--- src/rtl/sayac_imm_pkg.sv ---
// Shared definitions for the SAYAC immediate generator: mode encodings and
// the parameter legality check used at elaboration time.
package sayac_imm_pkg;

  typedef enum logic [2:0] {
    IMM_ZERO = 3'd0,
    IMM_SE5  = 3'd1,
    IMM_SE6  = 3'd2,
    IMM_SE8  = 3'd3,
    IMM_USE8 = 3'd4,
    IMM_CAT  = 3'd5,
    IMM_PFX  = 3'd6,
    IMM_RSVD = 3'd7
  } imm_mode_e;

  // Data width must be a whole number of fields, hold at least two fields
  // (so CAT fits and there is room for one prefix byte), and the field must
  // be wide enough for the SE6 mode.
  function automatic bit imm_widths_ok(input int data_w, input int field_w);
    return (field_w >= 6) && (data_w >= 2 * field_w) && ((data_w % field_w) == 0);
  endfunction

endpackage

--- src/rtl/sayac_imm_ext.sv ---
// Combinational extension of the instruction immediate fields to DATA_W.
module sayac_imm_ext
  import sayac_imm_pkg::*;
#(
  parameter int DATA_W  = 16,
  parameter int FIELD_W = 8
) (
  input  logic [2:0]         mode,
  input  logic [FIELD_W-1:0] field_a,
  input  logic [FIELD_W-1:0] field_b,
  output logic [DATA_W-1:0]  ext
);

  // Select the extension per mode; ZERO, PFX and the reserved code give zero.
  always_comb begin
    ext = '0;
    case (mode)
      IMM_SE5:  ext = {{(DATA_W-5){field_a[4]}}, field_a[4:0]};
      IMM_SE6:  ext = {{(DATA_W-6){field_a[5]}}, field_a[5:0]};
      IMM_SE8:  ext = {{(DATA_W-FIELD_W){field_a[FIELD_W-1]}}, field_a};
      IMM_USE8: ext[FIELD_W-1:0] = field_a;
      IMM_CAT:  ext[2*FIELD_W-1:0] = {field_a, field_b};
      default:  ext = '0;
    endcase
  end

endmodule

--- src/rtl/sayac_imm_seq.sv ---
// Registered immediate generator with prefix accumulation and a valid/ready
// output stage. Prefix instructions collect upper bytes; the next extending
// instruction appends field_a and emits the full-width value.
module sayac_imm_seq
  import sayac_imm_pkg::*;
#(
  parameter int DATA_W  = 16,
  parameter int FIELD_W = 8
) (
  input  logic               clk,
  input  logic               rst,
  input  logic               in_valid,
  output logic               in_ready,
  input  logic [2:0]         mode,
  input  logic [FIELD_W-1:0] field_a,
  input  logic [FIELD_W-1:0] field_b,
  input  logic               flush,
  output logic               out_valid,
  input  logic               out_ready,
  output logic [DATA_W-1:0]  out_imm,
  output logic               prefix_pending,
  output logic               pfx_overflow
);

  localparam int PW    = DATA_W - FIELD_W;
  localparam int NPFX  = PW / FIELD_W;
  localparam int CNT_W = $clog2(NPFX + 1);
  localparam logic [CNT_W-1:0] CNT_MAX = CNT_W'(NPFX);

  generate
    if (!imm_widths_ok(DATA_W, FIELD_W)) begin : g_bad_params
      $error("sayac_imm_seq: illegal DATA_W/FIELD_W combination");
    end
  endgenerate

  logic [PW-1:0]     pr_reg;
  logic [CNT_W-1:0]  cnt_reg;
  logic              out_valid_reg;
  logic [DATA_W-1:0] out_imm_reg;
  logic              ovf_reg;

  logic [DATA_W-1:0] ext;
  logic [PW-1:0]     pr_shift;
  logic              accept;
  logic              is_pfx;
  logic              cnt_full;

  sayac_imm_ext #(
    .DATA_W (DATA_W),
    .FIELD_W(FIELD_W)
  ) u_ext (
    .mode   (mode),
    .field_a(field_a),
    .field_b(field_b),
    .ext    (ext)
  );

  // An empty prefix counter means PR is treated as zero before the shift,
  // so stale bytes never leak into the upper bits of a later result.
  generate
    if (NPFX == 1) begin : g_pr_single
      assign pr_shift = field_a;
    end else begin : g_pr_multi
      assign pr_shift = {(cnt_reg == '0) ? {(PW-FIELD_W){1'b0}} : pr_reg[PW-FIELD_W-1:0],
                         field_a};
    end
  endgenerate

  assign in_ready       = !flush && (!out_valid_reg || out_ready);
  assign accept         = in_valid && in_ready;
  assign is_pfx         = (mode == IMM_PFX);
  assign cnt_full       = (cnt_reg == CNT_MAX);
  assign out_valid      = out_valid_reg;
  assign out_imm        = out_imm_reg;
  assign prefix_pending = (cnt_reg != '0);
  assign pfx_overflow   = ovf_reg;

  // Prefix state, output register and handshake; flush beats any transfer.
  always_ff @(posedge clk) begin
    if (rst) begin
      pr_reg        <= '0;
      cnt_reg       <= '0;
      out_valid_reg <= 1'b0;
      out_imm_reg   <= '0;
      ovf_reg       <= 1'b0;
    end else if (flush) begin
      pr_reg        <= '0;
      cnt_reg       <= '0;
      out_valid_reg <= 1'b0;
      ovf_reg       <= 1'b0;
    end else begin
      ovf_reg <= 1'b0;
      if (accept && is_pfx) begin
        pr_reg        <= pr_shift;
        cnt_reg       <= cnt_full ? cnt_reg : cnt_reg + 1'b1;
        ovf_reg       <= cnt_full;
        out_valid_reg <= 1'b0;
      end else if (accept) begin
        out_imm_reg   <= (cnt_reg != '0) ? {pr_reg, field_a} : ext;
        out_valid_reg <= 1'b1;
        pr_reg        <= '0;
        cnt_reg       <= '0;
      end else if (out_ready) begin
        out_valid_reg <= 1'b0;
      end
    end
  end

endmodule

--- config.mk ---
export PLATFORM = sky130hd
export DESIGN_NAME = sayac_imm_seq
export DESIGN_NICKNAME = d
export VERILOG_FILES = /design/src/rtl/sayac_imm_pkg.sv /design/src/rtl/sayac_imm_ext.sv /design/src/rtl/sayac_imm_seq.sv
export SDC_FILE = /design/constraint.sdc
export NUM_CORES = 1
export LEC_CHECK = 0
export ABC_AREA = 1
export ABC_CLOCK_PERIOD_IN_PS = 1900
export BUFFER_PORTS_ARGS = -buffer_cell sky130_fd_sc_hd__buf_2
export CAP_MARGIN = 25
export CORE_ASPECT_RATIO = 0.8
export CORE_UTILIZATION = 51
export DETAILED_ROUTE_END_ITERATION = 7
export PLACE_DENSITY = 0.88
export RECOVER_POWER = 25
export SLEW_MARGIN = 15
export SYNTH_ARGS = -nofsm -noshare
export SYNTH_HDL_FRONTEND = slang
export SYNTH_SLANG_ARGS = --single-unit
--- constraint.sdc ---
create_clock -name clk -period 1.9 [get_ports clk]
set_clock_uncertainty 0.05 [all_clocks]
set_input_delay 0.285 -clock clk [delete_from_list [all_inputs] [get_ports clk]]
set_output_delay 0.285 -clock clk [all_outputs]
set_load 0.02 [all_outputs]
==> run summary, run 1 <==
outcome -> completed
area growth from synthesis to layout -> 18.5%
Routed WL per cell -> 13.2 um
Slew @ Worst Pin -> 0.818 ns
grt ovf -> 0
Hold Buf Count CTS -> 0
Reg power frac -> 0.543
Clock Path Buffers -> 2
First DRT Iteration DRCs -> 162
I/O pin count -> 44
Clock power frac -> 0.233
synth warn -> 0
Via density -> 5.47
initial core utilization -> 0.537
worst r2r path cells -> 5
Yosys cell types -> 23
Peak VDD IR -> 0.375 mV
first-pass iteration count of the detailed router -> 4
n_diodes -> 0
die footprint -> 3110 sq um
first-pass GRT wire length -> 6.64 mm
H-tree depth -> 1
Max Fanout on Critical Path -> 25
Power Internal -> 758 uW
sw frac -> 0.321
Critical Path RT -> 2.12 ns
largest area contributor in the netlist -> dfxtp_1
worst hold path depth -> 3
post-route setup TNS -> 0 ns
number of flip-flops in the largest register -> 16
port bufs -> 43
RePlAce Congestion -> 0.913
RR Startpoint -> out_valid
mapped cell area -> 1470 sq um
CTS Root Buffer Type -> clkbuf_4
CTS Sinks -> 27
Vert. Die Dim -> 50.1 um
Seq cells post-synth -> 27
Synth top area share -> 0.367
vias -> 1640
min Tclk post-route -> 1.64 ns
Final ANT Viol Nets -> 0
Net Switching -> 358 uW
Fmax -> 611 MHz
CP endpoint kind -> register
power per cell area -> 639 nW/um^2
vias in the first global route -> 1433
RR Endpoint -> out_imm[13]
RSZ-0062 raised after global routing -> false
clock transition at the registers of the reported paths -> 0.15 ns
Cells after Synth -> 220
Hold WC Path Type -> input port to register
Core ar. -> 2740 sq um
max-cap viol count -> 0
# setup viols final -> 0
Slew headroom -> 0.454
Rows -> 17
r2r setup slk -> 0.26 ns
TritonCTS clock tree -> yes
Min-Delay Endpoint -> pr_reg[6]
WL final -> 3.97 mm
sequential area share after synthesis -> 0.367
Critical Path AT -> 1.86 ns
crit path kind -> register to register
antenna violations before repair -> 0
CTS Buf Count -> 3
layout cells sized above 1 -> 0.176
hpwl dp -> 2.84 mm
final cycle utilization of the critical path -> 0.862
post_cts resized -> 0
pin count of the biggest net entering global routing -> 26
# DRC -> 0
combinational share of power -> 0.224
Post-Syn Nets -> 244
worst skew pair latency -> 0.34 ns
Leakage -> 0.000786 uW
gr usage total -> 0.274
synth top area cells -> dfxtp_1 (37%), nand2_1 (16%), o21ai_0 (11%)
worst hold slack -> 0.149 ns
Worst Hold Launch -> field_a[6]
Critical Path Source Type -> register
Die X -> 62.1 um
Post-CTS Setup Bufs -> 0
Avg Cell Area, Syn -> 6.70 sq um
Slew Viols, Final -> 0
Nets -> 287
Final Hold Vio Count -> 0
==> how the worst max path moves through the flow <==
stage	slack, ns	end	depth (start not counted)	from
global placement	0.26	out_imm[3]	6	mode[1]
CTS	0.30	out_imm[13]	5	out_valid
finish	0.26	out_imm[13]	5	out_valid
floorplan	0.46	pr_reg[0]	7	out_valid
global route	0.09	out_imm[15]	5	out_valid
detailed placement	0.19	out_imm[13]	6	mode[1]
==> power by group through the flow <==
stage | Combinational (uW) | Clock, uW | Sequential, uW
after CTS | 251 | 258 | 606
after global routing | 278 | 281 | 609
after floorplan | 126 | 0 | 647
after detailed placement | 251 | 0 | 618
after global placement | 245 | 0 | 617
final | 250 | 260 | 607
==> cells in the mapped netlist (all sizes together) <==
master / number
clkinv: 1
nor2: 6
o21ai: 34
dfxtp: 27
nor3b: 8
a211oi: 1
nand2: 64
clkbuf: 7
nand3: 10
buf: 4
and3: 1
a21oi: 24
nand4: 1
nor3: 2
o21a: 8
o21bai: 7
inv: 15
==> worst max-delay path: stages, from the launching register on <==
cell and delay, ns:
dfxtp_1 0.34, nand2_1 0.09, nand3_2 0.09, nor2_2 0.66
o21ai_0 0.17, a21oi_1 0.17
==> placed cells by master (no fill, tap or decap) <==
master	netlist	routed
clkinv_1	1	1
nand2_1	64	64
buf_4	1	6
o21a_1	8	8
o21ai_0	33	33
dfxtp_1	27	27
nor2_1	5	5
nor3_1	1	1
o21bai_1	7	7
clkbuf_1	7	11
inv_1	14	14
nor2_2	1	1
o21ai_1	1	1
nand3_2	1	1
inv_2	1	1
nand4_1	1	1
nor3_4	1	1
buf_2	3	32
and3_1	1	1
a21oi_1	24	24
a211oi_1	1	1
clkinv_2	0	1
clkbuf_4	0	3
nand3_1	9	9
nor3b_1	8	8
==> routing by layer <==
layer | track usage | part of all wire
met2 | 0.449 | 0.46
met4 | 0.0581 | 0.0098
met3 | 0.0579 | 0.072
met5 | 0 | 0
met1 | 0.370 | 0.46
==> through the flow <==
step	instance area [sq um]	power, uW	util	setup WS, ns	std cells
2_1_floorplan	1470	773	-	0.458	220
3_3_place_gp	1730	862	0.632	0.255	296
3_5_place_dp	1730	868	0.632	0.187	296
4_1_cts	1760	1120	0.642	0.296	300
5_1_grt	1750	1170	0.637	0.0911	300
6_report	1750	1120	0.637	0.263	300
==> final cells by class <==
cell class              instances  area (sq um)
repair buffers                 49           246
clock buffers                   3          22.5
clock inverters                 1          5.00
fillers                       285           997
multi-input cells             166           825
inverters                      16          60.1
well taps                      38          47.5
flip-flops and latches         27           541
==> cells by family (layout without fill, tap and decap cells) <==
group | Yosys count | after routing | share of synthesized area
AND/OR/NAND/NOR | 92 | 92 | 0.281
AO/OA/AOI/OAI | 74 | 74 | 0.278
buffers and inverters | 27 | 69 | 0.0739
flip-flops | 27 | 27 | 0.367
No activity file was read; power rests on OpenSTA's default activity.
==> run 2, diff against run 1 <==
--- a/config.mk
+++ b/config.mk
@@ -10,11 +10,13 @@
 export BUFFER_PORTS_ARGS = -buffer_cell sky130_fd_sc_hd__buf_2
 export CAP_MARGIN = 25
 export CORE_ASPECT_RATIO = 0.8
-export CORE_UTILIZATION = 51
+export CORE_UTILIZATION = 53
 export DETAILED_ROUTE_END_ITERATION = 7
 export PLACE_DENSITY = 0.88
 export RECOVER_POWER = 25
+export SKIP_LAST_GASP = 1
 export SLEW_MARGIN = 15
 export SYNTH_ARGS = -nofsm -noshare
 export SYNTH_HDL_FRONTEND = slang
+export SYNTH_HIERARCHICAL = 1
 export SYNTH_SLANG_ARGS = --single-unit
==> run 2 against run 1 <==
Compared with the run above:
- combinational power is 21% higher
- critical endpoint is now in_ready
- worst setup slack better by 0.15 ns
- highest routed layer unchanged
- cell count is 4.3% higher
- first-iteration DRC count is 25% lower
- largest power group unchanged
==> run summary, run 2 <==
pre-CTS WS -> 0.213 ns
TritonCTS clock tree -> yes
final cycle utilization of the critical path -> 0.785
Critical Path RT -> 1.56 ns
Slew @ Worst Pin -> 0.472 ns
min Tclk post-route -> 1.49 ns
synth cell count leaders -> nand2_1 (58), nand4_1 (46), nor2_1 (33)
area growth from synthesis to layout -> 6.37%
Critical Path Source Type -> register
Rows -> 18
Leakage -> 0.000803 uW
Synth top area share -> 0.293
PnR worst setup slack -> 0.409 ns
Hold Buf Count CTS -> 0
RePlAce Congestion -> 0.957
commonest non-fill, non-tap cell in the layout -> nand2_1
fin cells -> 313
H-tree depth -> 1
Routed WL per cell -> 13.6 um
Util after Layout -> 0.614
Final Hold Vio Count -> 0
multi-input logic area -> 1060 sq um
r2r setup slk -> 0.51 ns
Worst Hold Launch -> rst
first-pass GRT wire length -> 6.92 mm
synth top area cells -> dfxtp_1 (29%), nand4_1 (16%), nand2_1 (12%)
met1 Use GR -> 0.333
sequential area share after synthesis -> 0.293
port bufs -> 43
first-pass iteration count of the detailed router -> 4
RSZ-0062 raised after global routing -> false
Fmax -> 671 MHz
Placed Instances -> 309
Slew Viols, Final -> 0
# fillers -> 320
Yosys cell types -> 25
asr flop ratio synth -> 0
mapped cell area -> 1850 sq um
hpwl dp -> 3.05 mm
Avg Cell Area, Syn -> 7.60 sq um
Critical Path Source -> out_valid
WL final -> 4.26 mm
Nets -> 298
grt ovf -> 0
gr usage total -> 0.248
met2 Usage GRT -> 0.410
CTS Root Buffer Type -> clkbuf_8
post_cts resized -> 0
max-cap viol count -> 0
Vert. Die Dim -> 54.8 um
Critical Path AT -> 1.16 ns
vias in the first global route -> 1525
RR Endpoint -> out_imm[12]
RR Startpoint -> out_valid
power per cell area -> 628 nW/um^2
main flop type after synthesis -> dfxtp_1
Die X -> 68.0 um
Max Fanout on Critical Path -> 10
Clock Path Buffers -> 2
EDFF count, synth -> 0
Post-CTS Setup Bufs -> 0
layout cells sized above 1 -> 0.212
met3 Use GR -> 0.0521
Core ar. -> 3200 sq um
Hold WC Path Type -> input port to register
Cells after Synth -> 243
number of flip-flops in the largest register -> 16
overall power -> 1230 uW
Final ANT Viol Nets -> 0
Post-Syn Nets -> 267
outcome -> completed
pin count of the biggest net entering global routing -> 33
largest area contributor in the netlist -> dfxtp_1
n_diodes -> 0
worst skew pair latency -> 0.27 ns
synth warn -> 6
worst hold path depth -> 4
First DRT Iteration DRCs -> 121
top-count cell post-synth -> nand2_1
CTS Sinks -> 27
Seq cells post-synth -> 27
Min-Delay Endpoint -> out_valid
clock transition at the registers of the reported paths -> 0.09 ns
antenna violations before repair -> 0
die footprint -> 3730 sq um
GRT busiest layer -> met2
Slew headroom -> 0.685
post-route setup TNS -> 0 ns
worst r2r path cells -> 6
most frequent cells in the layout -> nand2_1 (58), nand4_1 (46), nor2_1 (33)
vias -> 1804
Peak VDD IR -> 0.490 mV
I/O pin count -> 44
crit path kind -> register to output pin
CTS Buf Count -> 3
initial core utilization -> 0.577
register area -> 541 sq um
Via density -> 5.76
# DRC -> 0
# setup viols final -> 0
CP endpoint kind -> output pin
run 2: cell families (layout without fill, tap and decap cells):
logic type / Yosys count / in the layout / share of synthesized area
AOI/OAI and AO/OA: 28 / 28 / 0.110
buffers and inverters: 28 / 58 / 0.135
DFF: 27 / 27 / 0.293
and+or+nand+nor: 160 / 160 / 0.463
run 2: stage by stage:
| step | area, sq um | hold WS, ns |
|---|---|---|
| 2_1_floorplan | 1850 | 0.394 |
| 3_3_place_gp | 1930 | 0.405 |
| 3_5_place_dp | 1930 | 0.414 |
| 4_1_cts | 1980 | 0.270 |
| 5_1_grt | 1960 | 0.285 |
| 6_report | 1960 | 0.271 |
run 2: layout make-up:
class / instances / share of cell area
multi-input combinational: 188 / 0.538
tap: 40 / 0.0255
sequential: 27 / 0.275
inverter: 8 / 0.0242
timing repair buffer: 46 / 0.114
clock buffer: 4 / 0.0229
run 2: report_power, final:
part	internal, uW	leakage, uW	switching, uW
registers	591	0.000220	12.8
clock network	150	0.0000228	178
logic	98.9	0.000560	203
run 2: worst max-delay path by stage:
stage	endpoint
after CTS	in_ready
after floorplan	out_imm[10]
after detailed placement	out_imm[9]
after global routing	out_imm[8]
after global placement	out_imm[9]
final	in_ready
run 2: critical path: stages (launching register included):
cell and delay (ns):
dfxtp_1 0.36, a21oi_4 0.30, buf_2 0.22
run 2: layer usage:
| metal | part of all wire | vias up | wire [um] |
|---|---|---|---|
| li1 | - | 913 | - |
| met1 | 0.44 | 801 | 1870 |
| met2 | 0.47 | 82 | 1980 |
| met3 | 0.084 | 8 | 359 |
| met4 | 0.012 | 0 | 50 |
| met5 | 0 | - | 0 |
==> run 3, diff against run 2 <==
--- a/config.mk
+++ b/config.mk
@@ -6,13 +6,13 @@
 export NUM_CORES = 1
 export LEC_CHECK = 0
 export ABC_AREA = 1
-export ABC_CLOCK_PERIOD_IN_PS = 1900
+export ABC_CLOCK_PERIOD_IN_PS = 1220
 export BUFFER_PORTS_ARGS = -buffer_cell sky130_fd_sc_hd__buf_2
 export CAP_MARGIN = 25
 export CORE_ASPECT_RATIO = 0.8
-export CORE_UTILIZATION = 53
+export CORE_UTILIZATION = 48
 export DETAILED_ROUTE_END_ITERATION = 7
-export PLACE_DENSITY = 0.88
+export PLACE_DENSITY = 0.85
 export RECOVER_POWER = 25
 export SKIP_LAST_GASP = 1
 export SLEW_MARGIN = 15
==> constraint.sdc (replaced) <==
create_clock -name clk -period 1.22 [get_ports clk]
set_clock_uncertainty 0.05 [all_clocks]
set_input_delay 0.183 -clock clk [delete_from_list [all_inputs] [get_ports clk]]
set_output_delay 0.183 -clock clk [all_outputs]
set_load 0.02 [all_outputs]
==> run 3 against run 2 <==
Compared with the run above:
- the flow now finishes with violations (design-rule violations, negative setup slack)
- total power up 64%
- combinational power is 89% higher
- sequential power up 56%
==> run summary, run 3 (same netlist as run 2, synthesis figures left out) <==
overall power -> 2030 uW
First DRT Iteration DRCs -> 232
CTS Buf Count -> 3
met1 Use GR -> 0.366
Fmax -> 819 MHz
hpwl dp -> 3.19 mm
critical path endpoint -> out_imm[0]
Hold WC Path Type -> input port to register
Final ANT Viol Nets -> 0
RR Startpoint -> prefix_pending
# fillers -> 327
Vert. Die Dim -> 57.5 um
PnR worst setup slack -> -0.00129 ns
worst r2r path cells -> 6
clock transition at the registers of the reported paths -> 0.09 ns
Max Fanout on Critical Path -> 16
RR Endpoint -> out_imm[0]
Hold Buf Count CTS -> 0
I/O pin count -> 44
violated checks -> design-rule violations, negative setup slack
Routed WL per cell -> 14.8 um
first-pass GRT wire length -> 8.12 mm
die footprint -> 4100 sq um
# setup viols final -> 1
r2r setup slk -> -0.001 ns
Via density -> 5.86
Die X -> 71.4 um
vias -> 1962
CP endpoint kind -> register
WL final -> 4.96 mm
grt ovf -> 0
max-cap viol count -> 0
Nets -> 318
Critical Path AT -> 1.35 ns
power per cell area -> 916 nW/um^2
most frequent cells in the layout -> nand2_1 (58), nand4_1 (46), buf_2 (34)
final cycle utilization of the critical path -> 1.00
crit path kind -> register to register
first-pass iteration count of the detailed router -> 7
outcome -> finished with violations
n_diodes -> 0
CTS Root Buffer Type -> clkbuf_8
Slew @ Worst Pin -> 0.443 ns
GRT busiest layer -> met1
register area -> 543 sq um
Peak VDD IR -> 0.513 mV
gr usage total -> 0.251
multi-input logic area -> 1100 sq um
Critical Path Source -> prefix_pending
Slew headroom -> 0.705
RSZ-0062 raised after global routing -> true
area growth from synthesis to layout -> 19.8%
Clock Path Buffers -> 2
TritonCTS clock tree -> yes
layout cells sized above 1 -> 0.294
Leakage -> 0.000927 uW
antenna violations before repair -> 0
Critical Path RT -> 1.35 ns
met3 Use GR -> 0.0583
worst skew pair latency -> 0.27 ns
Slew Viols, Final -> 0
H-tree depth -> 1
pin count of the biggest net entering global routing -> 21
Placed Area -> 2090 sq um
Critical Path Source Type -> register
RePlAce Congestion -> 0.909
min Tclk post-route -> 1.22 ns
Rows -> 19
Final Hold Vio Count -> 0
initial core utilization -> 0.521
port bufs -> 43
# DRC -> 4
CTS Sinks -> 27
commonest non-fill, non-tap cell in the layout -> nand2_1
post-route setup TNS -> -0.00129 ns
number of flip-flops in the largest register -> 16
Final Cell Area -> 2210 sq um
met2 Usage GRT -> 0.365
vias in the first global route -> 1645
Core ar. -> 3540 sq um
==> run 3: repair_timing <==
item / in CTS / in global routing
gates cloned: 1 / 2
pin swaps: 3 / 5
gates resized for setup: 1 / 9
hold endpoints to repair: 0 / 0
endpoints found under the setup margin: 17 / 23
buffers inserted: 1 / 1
==> run 3: final cells by class <==
| cell class | instances | share of cell area |
|---|---|---|
| flip-flops and latches | 27 | 0.245 |
| clock inverters | 1 | 0.00339 |
| clock buffers | 3 | 0.0187 |
| multi-input cells | 191 | 0.499 |
| well taps | 42 | 0.0238 |
| inverters | 8 | 0.0215 |
| repair buffers | 63 | 0.188 |
==> run 3: critical path, cell delays in order, from the launching register on <==
cell and delay, ns:
dfxtp_2 0.36, buf_12 0.15, nand2_1 0.06, a21boi_0 0.30, nand2_1 0.10, nand2_1 0.07, nor2_1 0.04
==> run 3: metal layers <==
metal  part of all wire  vias up  wire length (um)
met3              0.098       10               484
met5                  0        -                 0
met4              0.011        0                53
met1               0.45      867              2220
li1                   -      961                 -
met2               0.44      124              2200
==> run 3: worst min-delay path by stage <==
stage | start | to | slack [ns] | cells after the start
finish | rst | pfx_overflow | 0.16 | 4
global route | rst | pfx_overflow | 0.19 | 4
CTS | rst | pfx_overflow | 0.14 | 4
detailed placement | pr_reg[4] | pr_reg[4] | 0.40 | 2
global placement | pr_reg[5] | pr_reg[5] | 0.40 | 2
floorplan | field_a[0] | pr_reg[0] | 0.30 | 2
==> run 3: where the power goes <==
group | internal [uW] | leakage [uW] | switching, uW
Sequential | 920 | 0.000221 | 19.3
Combinational | 214 | 0.000684 | 358
Clock | 232 | 0.0000217 | 283
==> run 3: metrics by stage <==
step,setup WS (ns),cells,hold WS (ns),utilization
after floorplan,0.0320,243,0.297,-
after global placement,-0.258,326,0.403,0.589
after detailed placement,-0.280,326,0.405,0.589
after CTS,-0.0214,332,0.140,0.609
after global routing,-0.0377,335,0.190,0.625
final,-0.00129,335,0.161,0.625
